### config.mk
export PLATFORM = sky130hd
export DESIGN_NAME = bcd_time_counter
export DESIGN_NICKNAME = d
export VERILOG_FILES = /design/src/rtl/bcd_time_counter.sv
export SDC_FILE = /design/constraint.sdc
export NUM_CORES = 1
export LEC_CHECK = 0
export CAP_MARGIN = 30
export CORE_MARGIN = 4
export CORE_UTILIZATION = 60
export DETAILED_ROUTE_END_ITERATION = 8
export MAX_ROUTING_LAYER = met4
export PLACE_DENSITY = 0.95
export SLEW_MARGIN = 15
export SYNTH_ARGS = -nofsm -noshare
export SYNTH_HDL_FRONTEND = slang
export SYNTH_SLANG_ARGS = --single-unit
### constraint.sdc
create_clock -name CLOCK_50 -period 3.9 [get_ports CLOCK_50]
set_input_delay 0.78 -clock CLOCK_50 [delete_from_list [all_inputs] [get_ports CLOCK_50]]
set_output_delay 0.78 -clock CLOCK_50 [all_outputs]
set_load 0.02 [all_outputs]
### src/rtl/bcd_time_counter.sv
// bcd_time_counter: prescaled multi-digit BCD up/down elapsed-time counter with clear, pause, load and wrap/saturate
// Ports:
//   CLOCK_50    system clock, rising edge
//   resetn      asynchronous active-low reset
//   enable      1 = prescaler and counting run, 0 = everything holds
//   clear       synchronous clear of digits and prescaler (highest priority)
//   load        synchronous parallel load of load_value, nibbles clamped to 9
//   load_value  packed BCD load value, digit 0 in [3:0]
//   count_down  direction sampled on the tick cycle (1 = down)
//   digits      packed BCD count, digit 0 in [3:0]
//   tick        one-cycle pulse in the cycle the count has been updated by the prescaler
//   limit       one-cycle pulse with tick when the step wrapped or was held at a limit
//   is_zero     all digits are 0
module bcd_time_counter #(
    parameter int NUM_DIGITS = 4,
    parameter int TICK_DIV   = 50000000,
    parameter bit WRAP       = 1'b1
) (
    input  logic                    CLOCK_50,
    input  logic                    resetn,
    input  logic                    enable,
    input  logic                    clear,
    input  logic                    load,
    input  logic [4*NUM_DIGITS-1:0] load_value,
    input  logic                    count_down,
    output logic [4*NUM_DIGITS-1:0] digits,
    output logic                    tick,
    output logic                    limit,
    output logic                    is_zero
);
    localparam int W = 4 * NUM_DIGITS;
    localparam int PW = TICK_DIV > 1 ? $clog2(TICK_DIV) : 1;
    localparam logic [PW-1:0] PMAX = PW'(TICK_DIV - 1);

    logic [PW-1:0] presc;
    logic          step;
    logic          hit;
    logic [W-1:0]  stepped;
    logic [W-1:0]  clamped;

    assign step    = enable && presc == PMAX;
    assign is_zero = digits == '0;

    // The carry/borrow ripples combinationally through every digit, so the
    // whole multi-digit step lands on a single edge. hit is the ripple out of
    // the top digit, i.e. the step crossed all-9s (up) or all-0s (down).
    always_comb begin
        logic       c;
        logic [3:0] d;
        c       = 1'b1;
        stepped = digits;
        clamped = load_value;
        for (int i = 0; i < NUM_DIGITS; i++) begin
            d = digits[4*i +: 4];
            if (count_down) begin
                stepped[4*i +: 4] = c ? (d == 4'd0 ? 4'd9 : d - 4'd1) : d;
                c = c && d == 4'd0;
            end else begin
                stepped[4*i +: 4] = c ? (d == 4'd9 ? 4'd0 : d + 4'd1) : d;
                c = c && d == 4'd9;
            end
            clamped[4*i +: 4] = load_value[4*i +: 4] > 4'd9 ? 4'd9 : load_value[4*i +: 4];
        end
        hit = c;
    end

    always_ff @(posedge CLOCK_50 or negedge resetn) begin
        if (!resetn) begin
            digits <= '0;
            presc  <= '0;
            tick   <= 1'b0;
            limit  <= 1'b0;
        end else if (clear) begin
            digits <= '0;
            presc  <= '0;
            tick   <= 1'b0;
            limit  <= 1'b0;
        end else if (load) begin
            digits <= clamped;
            presc  <= '0;
            tick   <= 1'b0;
            limit  <= 1'b0;
        end else begin
            tick  <= step;
            limit <= step && hit;
            if (enable)
                presc <= step ? '0 : presc + 1'b1;
            // In saturate mode a step at the limit leaves the digits untouched.
            if (step && (WRAP || !hit))
                digits <= stepped;
        end
    end
endmodule

==> flow_summary.json <==
{
  "outcome": "complete, no violations",
  "crit_arrival_ps": 2620,
  "cts_resized": 0,
  "ys_types": 65,
  "cp_slowest_cell": "clkdlybuf4s50_1",
  "worst-setup-path-type": "reg -> out",
  "fp.dieW_um": 82.8,
  "n_antenna_cell": 0,
  "cts_max_level": 2,
  "die-area_sq_um": 6850,
  "worst_ep_required_time_ps": 3120,
  "clock_latency_ps": 300,
  "drv_slew": 0,
  "rows": 26,
  "area_growth_syn_to_layout_pct": 17.9,
  "worst_pin_slew_ps": 733,
  "synthFlopType": "dfrtp_1",
  "grt_pass1_wl_mm": 14.9,
  "crit_family": "buffers and inverters",
  "top_layer": "met4",
  "grt_pass1_vias": 3074,
  "setup_viol": 0,
  "antenna_found_initial": 0,
  "cts.sinks": 44,
  "power.density_nw_per_um2": 278,
  "critical_path.max_fanout": 6,
  "finalHoldViolCount": 0,
  "numCtsBuffers": 5,
  "drtPass1Iterations": 5,
  "drc": 0,
  "drt-wirelength-per-cell_um": 17.9,
  "layout_commonest_cell": "nor2_1",
  "start_util_pct": 63.6,
  "critPathMaxStageDelay_ps": 660,
  "ys_warn_count": 0,
  "netlist_area_sq_um": 3350,
  "avgSynthCellArea_sq_um": 8.60,
  "port_buffers": 40,
  "grt_max_degree": 45,
  "dp_hpwl_mm": 6.21,
  "num_vias": 3230,
  "fin_setup_tns_ps": 0,
  "synth_fp_nets": 430,
  "power.total_uw": 1100,
  "hold_class": "in -> async",
  "layout_common_cells": "49 x nor2_1, 44 x dfrtp_1, 39 x clkdlybuf4s50_1",
  "cap_viol_max_count": 0,
  "met1_length_mm": 3.65,
  "ys_seq_area_share_pct": 32.8,
  "dr_wl_met2_mm": 4.03,
  "path_cells": "inv_1 -> ha_1 -> inv_1 -> or3_1 -> nor4_1 -> clkdlybuf4s50_1",
  "root_buffer": "clkbuf_8",
  "cts_setup_buffers": 0,
  "fmax_mhz": 294,
  "critPathLaunchType": "flip-flop",
  "syn_inst": 390,
  "critPathCaptureType": "output pin",
  "gp_congestion": 0.959,
  "synth_enable_flop_cells": 0,
  "grt_overflow": 0,
  "wirelength_mm": 8.86,
  "grt_usage_pct": 29.0,
  "rsz0062_at_grt": "false",
  "final_antenna_net_count": 0,
  "wl_met3_um": 913,
  "vias_per_cell": 6.51,
  "ir_worst_vdd_v": 0.000163,
  "final_area_sq_um": 3950,
  "die_h_um": 82.8,
  "drive_gt1_share_pct": 8.92,
  "clockBufferDepth": 2,
  "io_pins": 41,
  "place_area_sq_um": 3810,
  "crit_buf_inv": 3,
  "final.period_utilization_pct": 87.2,
  "synth_seq_cells": 44,
  "layout.nets": 465,
  "hold_buffers": 0,
  "leakage_uw": 0.00156,
  "synthArstFlopShare_pct": 100,
  "cts_tree": "yes",
  "clk_pin_slew_worst_paths_ps": 90,
  "core_sq_um": 5270,
  "period_minus_slack_ps": 3400,
  "fin_skew_ps": 6.16,
  "drtIter0Drc": 393,
  "slew_headroom_pct": 50.7,
  "path_common_cell": "inv_1"
}
## sequential cells by signal, indices dropped and copies added, names as in the netlist
signal,cells
limit,1
presc,26
tick,1
digits,16
## layer usage
metal	global-route usage, %	vias up
met5	-	-
met4	11.6	0
met3	4.99	38
met2	42.5	208
met1	39.9	1491
li1	-	1493
## Yosys cell counts, types with 2 or more instances
library cell / count / area [sq um]
nor2_1: 49 / 184
dfrtp_1: 44 / 1100
nand2_1: 30 / 113
a21oi_1: 22 / 110
ha_1: 18 / 225
inv_1: 18 / 67.6
xor2_1: 18 / 158
o21ai_0: 15 / 75.1
clkbuf_1: 14 / 52.6
nand3_1: 12 / 60.1
nand3b_1: 10 / 75.1
nand4_1: 9 / 56.3
a211oi_1: 8 / 60.1
nand2b_1: 8 / 50.1
nor4_1: 7 / 43.8
a31oi_1: 6 / 37.5
and3_1: 6 / 37.5
nor3_1: 6 / 30.0
xnor2_1: 6 / 52.6
nor3b_1: 5 / 37.5
buf_2: 4 / 20.0
nor2b_1: 4 / 25.0
o211ai_1: 4 / 30.0
o31ai_1: 4 / 30.0
or4_1: 4 / 30.0
and2_1: 3 / 18.8
o21bai_1: 3 / 22.5
o221ai_1: 3 / 26.3
a311o_1: 2 / 20.0
a311oi_1: 2 / 17.5
a32oi_1: 2 / 17.5
mux2_2: 2 / 22.5
mux4_2: 2 / 45.0
nand4b_1: 2 / 17.5
nor4_4: 2 / 42.5
o2111ai_1: 2 / 17.5
o311a_1: 2 / 20.0
o41ai_1: 2 / 17.5
or2_2: 2 / 12.5
or3_1: 2 / 12.5
or4_4: 2 / 22.5
## cells by family (layout without fill, tap and decap cells)
| family | after synthesis | count (layout) | share of synthesized area, % |
|---|---|---|---|
| xor gates and xnor gates | 24 | 24 | 6.27 |
| and+or+nand+nor | 171 | 171 | 28.7 |
| buffers and inverters | 39 | 75 | 4.63 |
| AOI/OAI and AO/OA | 89 | 89 | 18.4 |
| adders and majority gates | 18 | 18 | 6.72 |
| DFF | 44 | 44 | 32.8 |
| muxes | 5 | 5 | 2.46 |
## stage by stage
stage / hold WS, ps / instances / setup slack [ps] / util (%)
after floorplan: 484 / 390 / 1180 / -
after global routing: 408 / 496 / 369 / 75.0
after detailed placement: 563 / 487 / 749 / 72.3
after CTS: 578 / 495 / 511 / 74.6
after global placement: 537 / 487 / 812 / 72.3
final: 382 / 496 / 499 / 75.0
## layout make-up
cell class | count | area (sq um)
Timing Repair Buffer | 48 | 468
Inverter | 19 | 71.3
Sequential cell | 44 | 1100
Clock buffer | 6 | 82.6
Multi-Input combinational cell | 307 | 2100
Fill cell | 356 | 1320
Clock inverter | 2 | 38.8
Tap cell | 70 | 87.6
## worst paths after layout
check                                 from   endpoint  slack (ps)  depth (start not counted)
min in group CLOCK_50             presc[5]   presc[5]         570                          2
worst min-delay path                resetn   presc[5]         380                          1
worst min register to register    presc[5]   presc[5]         570                          2
worst max-delay path            digits[12]    is_zero         500                          6
worst max register to register   presc[18]  presc[23]        1230                          5
max in group asynchronous           resetn  presc[15]        3040                          2
## report_power, final
| group | total (uW) | switching [uW] | internal [uW] |
|---|---|---|---|
| logic | 232 | 129 | 104 |
| registers | 493 | 26.3 | 466 |
| clock network | 374 | 165 | 210 |
(Power assumes the default switching activity.)
